--- config.mk ---
export PLATFORM = sky130hd
export DESIGN_NAME = pe_cluster_loader
export DESIGN_NICKNAME = d
export VERILOG_FILES = /design/src/rtl/pe_loader_pkg.sv /design/src/rtl/pe_loader_chan.sv /design/src/rtl/pe_cluster_loader.sv
export SDC_FILE = /design/constraint.sdc
export NUM_CORES = 1
export LEC_CHECK = 0
export BUFFER_PORTS_ARGS = -buffer_cell sky130_fd_sc_hd__buf_2
export CAP_MARGIN = 20
export CORE_MARGIN = 1.5
export CORE_UTILIZATION = 45
export DETAILED_ROUTE_END_ITERATION = 10
export PLACE_DENSITY = 0.74
export SLEW_MARGIN = 25
export SYNTH_ARGS = -nofsm -noshare
export SYNTH_HDL_FRONTEND = slang
export SYNTH_HIERARCHICAL = 1
export SYNTH_SLANG_ARGS = --single-unit
--- constraint.sdc ---
create_clock -name clk_i -period 3.55 [get_ports clk_i]
set_input_delay 0.355 -clock clk_i [delete_from_list [all_inputs] [get_ports clk_i]]
set_output_delay 0.355 -clock clk_i [all_outputs]
set_load 0.03 [all_outputs]
--- src/rtl/pe_loader_pkg.sv ---
// Shared types and helpers for the PE cluster loader.
package pe_loader_pkg;

    typedef enum logic [2:0] {
        IDLE,
        WGHT,
        IACT,
        COMPUTE,
        DONE
    } state_e;

    // Width of one iact_choose field: enough for every channel index plus the idle code.
    function automatic int unsigned choose_w(input int unsigned num_iact);
        return $clog2(num_iact + 1);
    endfunction

    // Code that routes no iact channel to a PE.
    function automatic int unsigned idle_code(input int unsigned num_iact);
        return num_iact;
    endfunction

endpackage

--- src/rtl/pe_loader_chan.sv ---
// One-entry output register for a multi-channel stream: channels advance in
// lockstep, and accepted/transferred beats are counted against a fixed limit.
module pe_loader_chan #(
    parameter int unsigned CHANNELS = 3,
    parameter int unsigned WORD_W   = 24,
    parameter int unsigned LIMIT    = 4
) (
    input  logic                         clk,
    input  logic                         rst,
    input  logic                         active,
    input  logic                         clear,
    input  logic [CHANNELS*WORD_W-1:0]   in_data,
    input  logic                         in_valid,
    output logic                         in_ready,
    output logic [CHANNELS*WORD_W-1:0]   out_data,
    output logic [CHANNELS-1:0]          enable,
    input  logic [CHANNELS-1:0]          pe_ready,
    output logic                         xfer,
    output logic                         last
);

    localparam int unsigned CNT_W = $clog2(LIMIT + 1);

    logic             out_valid;
    logic [CNT_W-1:0] acc_cnt;
    logic [CNT_W-1:0] xfer_cnt;
    logic             accept;

    assign xfer     = out_valid && (&pe_ready);
    assign last     = xfer && (xfer_cnt == CNT_W'(LIMIT - 1));
    assign in_ready = active && (acc_cnt < CNT_W'(LIMIT)) && (!out_valid || xfer);
    assign accept   = in_ready && in_valid;
    assign enable   = {CHANNELS{out_valid}};

    // Output register and beat counters; clear discards any buffered word.
    always_ff @(posedge clk or posedge rst) begin
        if (rst) begin
            out_valid <= 1'b0;
            out_data  <= '0;
            acc_cnt   <= '0;
            xfer_cnt  <= '0;
        end else if (clear) begin
            out_valid <= 1'b0;
            acc_cnt   <= '0;
            xfer_cnt  <= '0;
        end else begin
            if (accept) begin
                out_valid <= 1'b1;
                out_data  <= in_data;
                acc_cnt   <= acc_cnt + CNT_W'(1);
            end else if (xfer) begin
                out_valid <= 1'b0;
            end
            if (xfer) begin
                xfer_cnt <= xfer_cnt + CNT_W'(1);
            end
        end
    end

endmodule

--- src/rtl/pe_cluster_loader.sv ---
// Sequencer streaming weights then diagonal iact passes into a PE cluster,
// followed by a compute pulse. Optional stall watchdog: PE_LOADER_WATCHDOG_EN.
module pe_cluster_loader
    import pe_loader_pkg::*;
#(
    parameter int unsigned PE_ROWS             = 3,
    parameter int unsigned PE_COLUMNS          = 4,
    parameter int unsigned NUM_GLB_IACT        = 3,
    parameter int unsigned NUM_GLB_WGHT        = 3,
    parameter int unsigned TRANS_BITWIDTH_IACT = 24,
    parameter int unsigned TRANS_BITWIDTH_WGHT = 24,
    parameter int unsigned WGHT_ADDR_WORDS     = 1,
    parameter int unsigned WGHT_DATA_WORDS     = 96,
    parameter int unsigned IACT_ADDR_WORDS     = 1,
    parameter int unsigned IACT_DATA_WORDS     = 8,
    parameter int unsigned IACT_DIAGONALS      = 2,
    parameter int unsigned WDOG_CYCLES         = 256
) (
    input  logic                                                   clk_i,
    input  logic                                                   rst_i,
    input  logic                                                   start_i,
    output logic                                                   busy_o,
    output logic                                                   done_o,
    output logic                                                   err_o,
    input  logic [NUM_GLB_WGHT*TRANS_BITWIDTH_WGHT-1:0]            wght_in_data_i,
    input  logic                                                   wght_in_valid_i,
    output logic                                                   wght_in_ready_o,
    input  logic [NUM_GLB_IACT*TRANS_BITWIDTH_IACT-1:0]            iact_in_data_i,
    input  logic                                                   iact_in_valid_i,
    output logic                                                   iact_in_ready_o,
    output logic [NUM_GLB_WGHT*TRANS_BITWIDTH_WGHT-1:0]            pe_wght_data_o,
    output logic [NUM_GLB_WGHT-1:0]                                pe_wght_enable_o,
    input  logic [NUM_GLB_WGHT-1:0]                                pe_wght_ready_i,
    output logic [NUM_GLB_IACT*TRANS_BITWIDTH_IACT-1:0]            pe_iact_data_o,
    output logic [NUM_GLB_IACT-1:0]                                pe_iact_enable_o,
    input  logic [NUM_GLB_IACT-1:0]                                pe_iact_ready_i,
    output logic [PE_COLUMNS*PE_ROWS*choose_w(NUM_GLB_IACT)-1:0]   iact_choose_o,
    output logic [PE_COLUMNS*PE_ROWS-1:0]                          compute_o
);

    localparam int unsigned NUM_PE    = PE_COLUMNS * PE_ROWS;
    localparam int unsigned CHOOSE_W  = choose_w(NUM_GLB_IACT);
    localparam int unsigned IDLE_CODE = idle_code(NUM_GLB_IACT);
    localparam int unsigned DIAG_W    = $clog2(IACT_DIAGONALS + 1);

    state_e                     state_q;
    state_e                     state_n;
    logic [DIAG_W-1:0]          diag_q;
    logic [DIAG_W-1:0]          diag_n;
    logic                       wght_xfer;
    logic                       wght_last;
    logic                       wght_clear;
    logic                       iact_xfer;
    logic                       iact_last;
    logic                       iact_clear;
    logic                       abort;
    logic                       choose_upd;
    logic [NUM_PE*CHOOSE_W-1:0] choose_n;

    assign wght_clear = (state_q != WGHT) || wght_last || abort;
    assign iact_clear = (state_q != IACT) || iact_last || abort;

    pe_loader_chan #(
        .CHANNELS (NUM_GLB_WGHT),
        .WORD_W   (TRANS_BITWIDTH_WGHT),
        .LIMIT    (WGHT_ADDR_WORDS + WGHT_DATA_WORDS)
    ) u_wght (
        .clk      (clk_i),
        .rst      (rst_i),
        .active   (state_q == WGHT),
        .clear    (wght_clear),
        .in_data  (wght_in_data_i),
        .in_valid (wght_in_valid_i),
        .in_ready (wght_in_ready_o),
        .out_data (pe_wght_data_o),
        .enable   (pe_wght_enable_o),
        .pe_ready (pe_wght_ready_i),
        .xfer     (wght_xfer),
        .last     (wght_last)
    );

    pe_loader_chan #(
        .CHANNELS (NUM_GLB_IACT),
        .WORD_W   (TRANS_BITWIDTH_IACT),
        .LIMIT    (IACT_ADDR_WORDS + IACT_DATA_WORDS)
    ) u_iact (
        .clk      (clk_i),
        .rst      (rst_i),
        .active   (state_q == IACT),
        .clear    (iact_clear),
        .in_data  (iact_in_data_i),
        .in_valid (iact_in_valid_i),
        .in_ready (iact_in_ready_o),
        .out_data (pe_iact_data_o),
        .enable   (pe_iact_enable_o),
        .pe_ready (pe_iact_ready_i),
        .xfer     (iact_xfer),
        .last     (iact_last)
    );

`ifdef PE_LOADER_WATCHDOG_EN
    localparam int unsigned WDOG_W = $clog2(WDOG_CYCLES + 1);

    logic [WDOG_W-1:0] stall_q;
    logic              stalled;

    assign stalled = (pe_wght_enable_o[0] && !wght_xfer) || (pe_iact_enable_o[0] && !iact_xfer);
    assign abort   = ((state_q == WGHT) || (state_q == IACT)) && (stall_q == WDOG_W'(WDOG_CYCLES));

    // Consecutive stalled cycles with a word waiting on the cluster.
    always_ff @(posedge clk_i or posedge rst_i) begin
        if (rst_i) begin
            stall_q <= '0;
        end else if (abort || !stalled) begin
            stall_q <= '0;
        end else begin
            stall_q <= stall_q + WDOG_W'(1);
        end
    end

    // Sticky error, set on timeout and cleared by the next accepted start.
    always_ff @(posedge clk_i or posedge rst_i) begin
        if (rst_i) begin
            err_o <= 1'b0;
        end else if (abort) begin
            err_o <= 1'b1;
        end else if ((state_q == IDLE) && start_i) begin
            err_o <= 1'b0;
        end
    end
`else
    logic unused_wdog;
    assign unused_wdog = ^{WDOG_CYCLES, wght_xfer};
    assign abort       = 1'b0;
    assign err_o       = 1'b0;
`endif

    // State and diagonal-pass registers.
    always_ff @(posedge clk_i or posedge rst_i) begin
        if (rst_i) begin
            state_q <= IDLE;
            diag_q  <= '0;
        end else begin
            state_q <= state_n;
            diag_q  <= diag_n;
        end
    end

    // Next-state and pass sequencing.
    always_comb begin
        state_n = state_q;
        diag_n  = diag_q;
        case (state_q)
            IDLE: begin
                if (start_i) begin
                    state_n = WGHT;
                end
            end
            WGHT: begin
                if (abort) begin
                    state_n = IDLE;
                end else if (wght_last) begin
                    state_n = IACT;
                    diag_n  = '0;
                end
            end
            IACT: begin
                if (abort) begin
                    state_n = IDLE;
                end else if (iact_last) begin
                    if (diag_q == DIAG_W'(IACT_DIAGONALS - 1)) begin
                        state_n = COMPUTE;
                    end else begin
                        diag_n = diag_q + DIAG_W'(1);
                    end
                end
            end
            COMPUTE: state_n = DONE;
            DONE:    state_n = IDLE;
            default: state_n = IDLE;
        endcase
    end

    // Diagonal routing map for the upcoming state and pass.
    always_comb begin
        choose_n = '0;
        for (int c = 0; c < int'(PE_COLUMNS); c++) begin
            for (int r = 0; r < int'(PE_ROWS); r++) begin
                choose_n[(c*int'(PE_ROWS)+r)*int'(CHOOSE_W) +: CHOOSE_W] = CHOOSE_W'(IDLE_CODE);
                if ((state_n == IACT)
                    && ((c + r) >= int'(diag_n) * int'(NUM_GLB_IACT))
                    && ((c + r) < (int'(diag_n) + 1) * int'(NUM_GLB_IACT))) begin
                    choose_n[(c*int'(PE_ROWS)+r)*int'(CHOOSE_W) +: CHOOSE_W] =
                        CHOOSE_W'(c + r - int'(diag_n) * int'(NUM_GLB_IACT));
                end
            end
        end
    end

    // The map may only move when no iact word is held (or the held one leaves now).
    assign choose_upd = !pe_iact_enable_o[0] || iact_xfer || (state_n != IACT);

    // Registered status, compute and routing outputs.
    always_ff @(posedge clk_i or posedge rst_i) begin
        if (rst_i) begin
            busy_o        <= 1'b0;
            done_o        <= 1'b0;
            compute_o     <= '0;
            iact_choose_o <= {NUM_PE{CHOOSE_W'(IDLE_CODE)}};
        end else begin
            busy_o    <= (state_n != IDLE);
            done_o    <= (state_n == DONE);
            compute_o <= {NUM_PE{state_n == COMPUTE}};
            if (choose_upd) begin
                iact_choose_o <= choose_n;
            end
        end
    end

endmodule

==> results of run 1 <==
[final cells by class]
| cell class | instances | area, µm² | share of cell area, % |
|---|---|---|---|
| clock buffers | 17 | 425 | 3.92 |
| clock inverters | 15 | 154 | 1.42 |
| inverters | 18 | 70.1 | 0.646 |
| multi-input cells | 321 | 3290 | 30.4 |
| flip-flops and latches | 188 | 4720 | 43.5 |
| well taps | 260 | 325 | 3.00 |
| repair buffers | 355 | 1850 | 17.1 |
[through the flow]
| step | cells | cell area [µm²] | power, mW | hold WS (ns) |
|---|---|---|---|---|
| 5_1_grt | 1174 | 10800 | 8.07 | 0.129 |
| 3_5_place_dp | 1142 | 10300 | 5.91 | 0.472 |
| 6_report | 1174 | 10800 | 7.69 | 0.0696 |
| 4_1_cts | 1174 | 10800 | 7.80 | 0.0930 |
| 3_3_place_gp | 1142 | 10300 | 5.86 | 0.462 |
| 2_1_floorplan | 582 | 8670 | 5.22 | 0.310 |
[logic make-up (layout without fill, tap and decap cells)]
logic type | count (synthesis) | count (layout) | share of synthesized area (%)
xor+xnor | 10 | 10 | 1.01
compound gates | 34 | 34 | 3.26
simple gates | 113 | 113 | 6.77
buf+inv | 73 | 405 | 7.62
mux | 152 | 152 | 25.3
flops | 188 | 188 | 54.4
other cells | 1 | 1 | 0.0432
fa+ha+maj | 11 | 11 | 1.59
[flip-flops by register name, indices dropped and copies added (netlist names), 2 cells and up]
| name | flops |
|---|---|
| iact_choose_o | 12 |
| u_iact/acc_cnt | 4 |
| u_wght/acc_cnt | 7 |
| state_q | 3 |
| u_iact/xfer_cnt | 4 |
| u_wght/out_data | 72 |
| diag_q | 2 |
| u_wght/xfer_cnt | 7 |
| u_iact/out_data | 72 |
[cell usage after synthesis, types with 3 or more instances]
cell / n
a21oi_1: 10
and3_1: 4
buf_12: 15
buf_4: 31
clkbuf_1: 5
dfrtp_1: 176
dfstp_2: 12
ha_1: 11
inv_1: 16
mux2_1: 9
mux2_2: 8
mux2_4: 130
mux2i_1: 5
nand2_1: 20
nand2b_1: 6
nand3_1: 4
nand4_1: 6
nor2_1: 38
nor2b_1: 6
nor3_1: 6
nor4b_1: 3
o32a_1: 3
xor2_1: 8
[per-layer routing]
metal	routed length [µm]	up-vias
met5	0	-
met4	284	0
met3	1190	19
met2	8800	224
met1	7880	2686
li1	-	2620
[power breakdown]
part	internal (mW)	leakage [nW]	switching, mW
clock	0.942	0.287	0.904
sequential	2.64	2.38	0.303
combinational	1.24	3.12	1.67
[worst reg2reg max path: stages (launching register included)]
cell and delay, ns:
dfrtp_1 0.43, nor4b_1 0.30, and4_1 0.27, nand4bb_1 0.30, o21ai_1 0.25, nand2b_1 0.23, ha_1 0.16, nor2b_1 0.26
nand2_2 0.11, or4_1 0.47, o22a_1 0.17
[path summary, 6_finish.rpt]
kind,from,endpoint,slack [ns]
worst max-delay path,u_wght/xfer_cnt[2],iact_choose_o[13],0.53
worst min-delay path,rst_i,u_wght/out_data[43],0.07
worst max register to register,u_wght/xfer_cnt[2],iact_choose_o[13],0.53
worst min register to register,u_iact/out_data[3],u_iact/out_data[3],0.48
max in group asynchronous,rst_i,u_iact/out_data[50],2.69
min in group clk_i,wght_in_data_i[50],u_wght/out_data[50],0.15
[placed cells by master (no fill, tap or decap), types with 3 or more instances in the layout]
| master | synthesis | routed |
|---|---|---|
| mux2_1 | 9 | 9 |
| nor2_1 | 38 | 38 |
| inv_6 | 0 | 6 |
| buf_4 | 31 | 7 |
| o32a_1 | 3 | 3 |
| nand3_1 | 4 | 4 |
| nand2_1 | 20 | 20 |
| mux2_2 | 8 | 8 |
| and3_1 | 4 | 4 |
| a21oi_1 | 10 | 10 |
| nand2b_1 | 6 | 6 |
| xor2_1 | 8 | 8 |
| clkinv_8 | 0 | 3 |
| nor4b_1 | 3 | 3 |
| mux2i_1 | 5 | 5 |
| clkinv_2 | 0 | 4 |
| dfrtp_1 | 176 | 176 |
| clkbuf_16 | 0 | 17 |
| inv_1 | 16 | 14 |
| buf_12 | 15 | 4 |
| ha_1 | 11 | 11 |
| inv_8 | 0 | 3 |
| mux2_4 | 130 | 130 |
| nor3_1 | 6 | 6 |
| buf_2 | 0 | 344 |
| dfstp_2 | 12 | 12 |
| nand4_1 | 6 | 6 |
| nor2b_1 | 6 | 6 |
==> impl_results.md, run 1 <==
* Via density at 4.73
* Setup ws final at 0.526 ns
* Main synth FF type: dfrtp_1
* GR Layer Usage met2 at 29.8%
* Critical path peak fanout at 6
* Cells on worst reg2reg path at 10
* CP top delay family: simple AND/OR/NAND/NOR gates
* Clock transition at the registers of the reported paths at 0.07 ns
* RSZ-0062 raised after global routing: false
* Die W at 142 µm
* # fillers at 1510
* Clk_lat worst skew at 0.42 ns
* Largest net degree at the start of global routing at 70
* Met1 Usage GRT at 22.9%
* Starting Density at 46.1%
* Critical Setup Path Class: flip-flop to flip-flop
* Post-synth ARST share at 100%
* Critical Path RT at 3.91 ns
* Avg Cell Area, Syn at 14.9 µm²
* # diodes at 0
* Overflow after GRT at 0
* Clock sink count at 188
* Relative slew slack at 42.9%
* Routed Antenna Nets at 0
* CTS hold repair buffers at 0
* Slew Viols, Final at 0
* Vias at 5549
* WL per Instance at 15.5 µm
* # IOs at 346
* Ys Warns at 6
* Seq/Total Area, Yosys at 54.4%
* Final Skew at 0.0140 ns
* Die area at 0.0201 mm²
* Met3 usage at 4.89%
* IO buf count at 344
* Final setup violation count at 0
* Slowest CP cell: or4_1
* Syn Nets at 748
* Post-Synthesis Cells at 582
* Vias in the first global route at 5522
* Dpl hpwl at 13400 µm
* DRC viols at 0
* Nets at 1067
* Pwr dens at 710 mW/mm²
* Synthesized cell area at 0.00867 mm²
* GPL Wtd Cong at 0.885
* Critical path, cell by cell: nor4b_1 -> and4_1 -> nand4bb_1 -> o21ai_1 -> nand2b_1 -> ha_1 -> nor2b_1 -> nand2_2 -> or4_1 -> o22a_1
* Die height at 142 µm
* DR pass1 iterations at 4
* Max-cap viol count at 0
* Max Fclk at 331 MHz
* EDFF count, synth at 0
* Cts bufs inserted at 17
* Worst-Margin Slew at 0.856 ns
* Htree depth at 4
* Post-CTS setup buffer count at 0
* DRT iter0 DRCs at 195
* Final hold vios at 0
* Period utilisation layout at 85.2%
* Critical Path Max Stage Delay at 0.47 ns
* Worst hold path class: input pin to async pin
* CTS max path bufs at 2
* WP depth at 10
* GRT Resource Usage Total at 18.0%
* Maximum vdd drop at 0.626 mV
* Row count at 50
* Worst endpoint data arrival time at 3.38 ns
* Layout cells sized above 1 at 60.6%
* Most used routing layer: met2
* Synth unique cells at 63
* CTS tree: done
* Pre-CTS setup slack at 0.563 ns
* Initial antenna violation count at 1
* Run status: complete, no violations
* Setup Total Neg Slack at 0 ns
* Register bit total from synthesis at 188
* Dominant cells by area after synthesis: dfrtp_1 51%, mux2_4 23%, dfstp_2 3.6%, buf_12 3.5%, buf_4 2.7%
* Leakage at 5.79 nW
* Post-layout minimum cycle time at 3.02 ns
* Global-route wire length before repair at 28600 µm
* Yosys top cell area share at 50.8%
* CP Capture Type: flip-flop
* CP bufs+invs at 0
* Root Driver: clkbuf_16
* CTS resizes at 0
* Fin util at 57.6%
* Area grow syn2layout at 25.0%
* Total core area at 0.0188 mm²
* DRT Wirelength at 18200 µm
* Setup crit start kind: flip-flop
* Cell taking the most area after synthesis: dfrtp_1
Power figures use the tool's default switching activity.
==> run 2, diff against run 1 <==
--- a/config.mk
+++ b/config.mk
@@ -5,9 +5,10 @@
 export SDC_FILE = /design/constraint.sdc
 export NUM_CORES = 1
 export LEC_CHECK = 0
+export ABC_AREA = 1
 export BUFFER_PORTS_ARGS = -buffer_cell sky130_fd_sc_hd__buf_2
 export CAP_MARGIN = 20
-export CORE_MARGIN = 1.5
+export CORE_MARGIN = 5
 export CORE_UTILIZATION = 45
 export DETAILED_ROUTE_END_ITERATION = 10
 export PLACE_DENSITY = 0.74
==> impl_results.md, run 2 <==
* Final hold vios at 0
* Most common cell in the synthesized netlist: nand2_1
* Max Fclk at 366 MHz
* Critical Path RT at 3.91 ns
* Starting Density at 46.1%
* # diodes at 0
* # IOs at 346
* Global-route wire length before repair at 38400 µm
* Post-Synthesis Cells at 1003
* WL per Instance at 15.3 µm
* DR pass1 iterations at 4
* EDFF count, synth at 0
* Synthesized cell area at 0.00870 mm²
* Root Driver: clkbuf_16
* Die area at 0.0222 mm²
* CP Capture Type: flip-flop
* Maximum vdd drop at 0.417 mV
* Leakage at 6.25 nW
* Post-layout minimum cycle time at 2.73 ns
* Initial antenna violation count at 2
* # fillers at 1738
* Routed Antenna Nets at 0
* CTS tree: done
* Ys Warns at 6
* Worst endpoint data arrival time at 3.09 ns
* Relative slew slack at 39.9%
* Syn Nets at 1169
* Main synth FF type: dfrtp_1
* Area of the multi-input gates at 0.00319 mm²
* Vias at 7843
* IO buf count at 344
* Period utilisation layout at 76.9%
* DRT Wirelength at 23900 µm
* Pwr dens at 873 mW/mm²
* RSZ-0062 raised after global routing: false
* Largest net degree at the start of global routing at 86
* Most frequent cells in the layout: 367 x nand2_1, 344 x buf_2, 176 x dfrtp_1, 113 x nand3_1, 90 x nand4_1
* GPL Wtd Cong at 0.872
* Worst-Margin Slew at 0.902 ns
* Die W at 149 µm
* Area grow syn2layout at 25.2%
* Dominant cells by area after synthesis: dfrtp_1 51%, nand2_1 16%, nand3_1 6.5%, nand4_1 6.5%, dfstp_2 3.6%
* Htree depth at 4
* Clk_lat worst skew at 0.43 ns
* Post-CTS setup buffer count at 0
* Max-cap viol count at 0
* CTS hold repair buffers at 0
* Biggest regs: u_iact/out_data: 72 flops, u_wght/out_data: 72 flops, iact_choose_o: 12 flops
* Register bit total from synthesis at 188
* Layout cells sized above 1 at 33.7%
* Avg Cell Area, Syn at 8.68 µm²
* CTS resizes at 0
* Most common cell after layout, fill and taps aside: nand2_1
* Clock sink count at 188
* Row count at 50
* Post-synth ARST share at 100%
* Dpl hpwl at 16900 µm
* Clock transition at the registers of the reported paths at 0.07 ns
* Flop2flop setup slack at 0.82 ns
* Synth unique cells at 34
* Slew Viols, Final at 0
* DRT iter0 DRCs at 456
* Final setup violation count at 0
* Total core area at 0.0189 mm²
* Hold WS at 0.0591 ns
* Via density at 5.01
* Overflow after GRT at 0
* Setup crit start kind: flip-flop
* DRC viols at 0
* Yosys top cell area share at 50.6%
* Die height at 149 µm
* Reg area at 0.00472 mm²
* GRT Resource Usage Total at 21.3%
* Setup Total Neg Slack at 0 ns
* Seq/Total Area, Yosys at 54.2%
* Worst hold path class: input pin to async pin
* Commonest cells post-synth: 367 x nand2_1, 176 x dfrtp_1, 113 x nand3_1
* Final Skew at 0.0149 ns
* Run status: complete, no violations
* Cts bufs inserted at 17
* Critical Setup Path Class: flip-flop to flip-flop
* Cell taking the most area after synthesis: dfrtp_1
* Vias in the first global route at 7579
* Critical path peak fanout at 4
* CTS max path bufs at 2
* Nets at 1457
[run 2: power by group]
part	switching, mW	internal (mW)
combinational	3.22	1.14
clock	0.878	1.01
sequential	0.392	2.87
total	4.49	5.01
[run 2: cell type report]
cell class	instances	area share, %
sequential	188	43.3
clock inverter	12	1.17
clock buffer	20	4.10
tap	260	2.99
timing repair buffer	358	17.0
multi-input combinational	666	29.3
inverter	60	2.11
[run 2: logic make-up after synthesis]
| kind of cell | share of synthesized area [%] |
|---|---|
| compound gates | 1.01 |
| simple gates | 33.5 |
| flops | 54.2 |
| fa+ha+maj | 1.58 |
| buf+inv | 9.26 |
| other cells | 0.0431 |
| xor+xnor | 0.403 |
[run 2: metrics by stage]
step | total power [mW] | utilization, % | setup WS [ns] | area [µm²] | instances
after floorplan | 6.47 | - | 0.945 | 8700 | 1003
after global placement | 7.60 | 54.6 | 0.905 | 10300 | 1532
after detailed placement | 7.66 | 54.6 | 0.787 | 10300 | 1532
after CTS | 9.59 | 57.6 | 0.844 | 10900 | 1564
after global routing | 10.1 | 57.6 | 0.485 | 10900 | 1564
final | 9.50 | 57.6 | 0.820 | 10900 | 1564
[run 2: per-layer routing]
layer	up-vias	wire length (µm)	GRT usage (%)
li1	3813	-	-
met1	3711	9620	26.9
met2	268	11900	35.4
met3	47	1680	5.83
met4	4	616	7.32
met5	-	30	0
[run 2: critical path, cell delays in order (launching register included)]
cell     delay [ns]
dfrtp_1        0.42
inv_1          0.10
ha_1           0.15
inv_1          0.03
nor4_1         0.63
inv_1          0.14
nand2_1        0.09
nand2_1        0.05
nand2_1        0.08
nand2_1        0.07
nor2_2         0.16
ha_1           0.29
inv_1          0.12
nand2_1        0.08
nand2_1        0.07
nand4_1        0.08
nand2_1        0.06
inv_1          0.04
[run 2: path summary, 6_finish.rpt]
| check | from | to | cells after the start |
|---|---|---|---|
| worst max register to register | u_iact/xfer_cnt[0] | iact_choose_o[1] | 17 |
| min in group clk_i | wght_in_data_i[8] | u_wght/out_data[8] | 3 |
| worst min-delay path | rst_i | u_wght/out_data[1] | 2 |
| worst min register to register | u_wght/out_data[27] | u_wght/out_data[27] | 2 |
| max in group asynchronous | rst_i | u_wght/out_data[54] | 3 |
| worst max-delay path | u_iact/xfer_cnt[0] | iact_choose_o[1] | 17 |
==> run 3, diff against run 2 <==
==> constraint.sdc (replaced) <==
create_clock -name clk_i -period 2.84 [get_ports clk_i]
set_input_delay 0.284 -clock clk_i [delete_from_list [all_inputs] [get_ports clk_i]]
set_output_delay 0.284 -clock clk_i [all_outputs]
set_load 0.03 [all_outputs]
==> impl_results.md, run 3 (synthesized netlist as in run 2, its figures left out) <==
* Total core area at 0.0189 mm²
* GPL Wtd Cong at 0.869
* Critical Path Max Stage Delay at 0.41 ns
* Pre-CTS setup slack at 0.258 ns
* Int Pwr at 6.31 mW
* Relative slew slack at 50.9%
* Biggest regs: u_iact/out_data: 72 flops, u_wght/out_data: 72 flops, iact_choose_o: 12 flops
* Worst hold path class: input pin to flip-flop
* Row count at 50
* Clock transition at the registers of the reported paths at 0.08 ns
* Sequential Power Share at 34.1%
* Clock network power share at 20.1%
* Worst-Margin Slew at 0.736 ns
* Final Skew at 0.0226 ns
* Cts bufs inserted at 17
* IO buf count at 344
* CTS tree: done
* Setup crit start kind: flip-flop
* DRT iter0 DRCs at 510
* Slew Viols, Final at 0
* Met1 WL at 9690 µm
* DRC viols at 0
* Max-cap viol count at 0
* Maximum vdd drop at 0.462 mV
* Starting Density at 46.1%
* Run status: complete, no violations
* Worst endpoint data arrival time at 2.80 ns
* Reg area at 0.00472 mm²
* Dpl cells at 1532
* Setup ws final at 0.397 ns
* Global-route wire length before repair at 38500 µm
* Vias in the first global route at 7534
* Setup Total Neg Slack at 0 ns
* WHS Path Cells at 3
* WL per Instance at 15.2 µm
* Initial antenna violation count at 0
* Routed Antenna Nets at 0
* Most common cell after layout, fill and taps aside: nand2_1
* # IOs at 346
* Post-layout minimum cycle time at 2.44 ns
* Critical path, cell by cell: inv_1 -> ha_1 -> inv_1 -> nor4_2 -> inv_1 -> nand2_1 -> nand2_1 -> nand2_1 -> nand2_1 -> nor2_2 -> ha_1 -> inv_1 -> nand2_1 -> nand2_1 -> nand4_1 -> nand2_1 -> inv_1
* Clk_lat worst skew at 0.43 ns
* CTS max path bufs at 2
* Logic pwr share at 45.8%
* Critical path peak fanout at 4
* GRT Resource Usage Total at 21.2%
* Most frequent cells in the layout: 367 x nand2_1, 344 x buf_2, 176 x dfrtp_1, 113 x nand3_1, 90 x nand4_1
* DR pass1 iterations at 5
* Leakage at 6.30 nW
* Critical Setup Path Class: flip-flop to flip-flop
* Metal3 WL at 1480 µm
* Via density at 4.97
* # diodes at 0
* Cells on worst reg2reg path at 17
* Area of the multi-input gates at 0.00320 mm²
* Clock sink count at 188
* Final setup violation count at 0
* Dpl hpwl at 16900 µm
* # fillers at 1726
* Routed wl met2 at 12100 µm
* CP Capture Type: flip-flop
* Slowest CP cell: dfrtp_1
* Overflow after GRT at 0
* DR top layer: met4
* Area grow syn2layout at 26.5%
* RSZ-0062 raised after global routing: false
* Layout cells sized above 1 at 33.9%
* Root Driver: clkbuf_16
* Max Fclk at 409 MHz
* NetSw at 5.69 mW
* Final hold vios at 0
* Finished Layout Cells at 1565
* Pwr dens at 1090 mW/mm²
* Htree depth at 4
* Largest net degree at the start of global routing at 92
* Nets at 1458
* Vias at 7771
* Die area at 0.0222 mm²
* DRT Wirelength at 23900 µm
* Die height at 149 µm
* Switching Share at 47.4%
* Critical Path RT at 3.20 ns
* Period utilisation layout at 86.0%
* Crit path top cell by count: nand2_1
* Die W at 149 µm
## run 3: cell count changes in the layout (fill, tap and decap cells not counted), sizes merged
cell	before	now
clkbuf	20	17
clkinvlp	5	1
dlygate4sd3	0	1
clkinv	2	9
## run 3: through the flow
stage | cell area [µm²] | hold WS, ns | utilization [%] | power [mW]
after floorplan | 8700 | 0.239 | - | 8.08
after global placement | 10400 | 0.418 | 54.9 | 9.56
after CTS | 11000 | 0.0583 | 58.2 | 12.1
after global routing | 11000 | 0.0531 | 58.2 | 12.7
after detailed placement | 10400 | 0.417 | 54.9 | 9.65
final | 11000 | 0.0766 | 58.2 | 12.0
## run 3: power groups by stage
stage	clock [mW]	sequential, mW	combinational, mW
6_report	2.41	4.09	5.50
5_1_grt	2.57	4.20	5.93
4_1_cts	2.47	4.09	5.55
3_5_place_dp	0	4.09	5.55
3_3_place_gp	0	4.11	5.45
2_1_floorplan	0	5.78	2.31
## run 3: path summary, 6_finish.rpt
check	from	slack, ns	endpoint
max reg2reg	u_iact/xfer_cnt[0]	0.40	iact_choose_o[1]
min reg2reg	iact_choose_o[22]	0.47	iact_choose_o[22]
max	u_iact/xfer_cnt[0]	0.40	iact_choose_o[1]
min	wght_in_data_i[12]	0.08	u_wght/out_data[12]
min in group asynchronous	rst_i	0.52	u_iact/out_data[49]
max in group asynchronous	rst_i	1.58	u_wght/out_data[43]
## run 3: repair_timing
item / in CTS / in global routing
setup endpoints to repair: 0 / 6
setup buffers: 0 / 0
resized for setup: 0 / 2
hold buffers: 1 / 0
endpoints found under the hold margin: 31 / 0
## run 3: critical path, delay by kind of cell (launching register included)
family / cells / cell delay (ns)
fa+ha+maj: 2 / 0.43
buf+inv: 5 / 0.39
flops: 1 / 0.41
simple gates: 10 / 1.16
## run 3: cell type report
| type | instances | area share, % |
|---|---|---|
| well taps | 260 | 2.96 |
| flip-flops and latches | 188 | 42.9 |
| clock buffers | 17 | 3.87 |
| multi-input cells | 666 | 29.1 |
| repair buffers | 359 | 17.5 |
| inverters | 60 | 2.09 |
| clock inverters | 15 | 1.60 |
## run 3: layer usage
| layer | up-vias | global-route usage (%) |
|---|---|---|
| li1 | 3818 | - |
| met1 | 3638 | 27.7 |
| met2 | 280 | 35.3 |
| met3 | 35 | 4.71 |
| met4 | 0 | 6.77 |
| met5 | - | 0 |
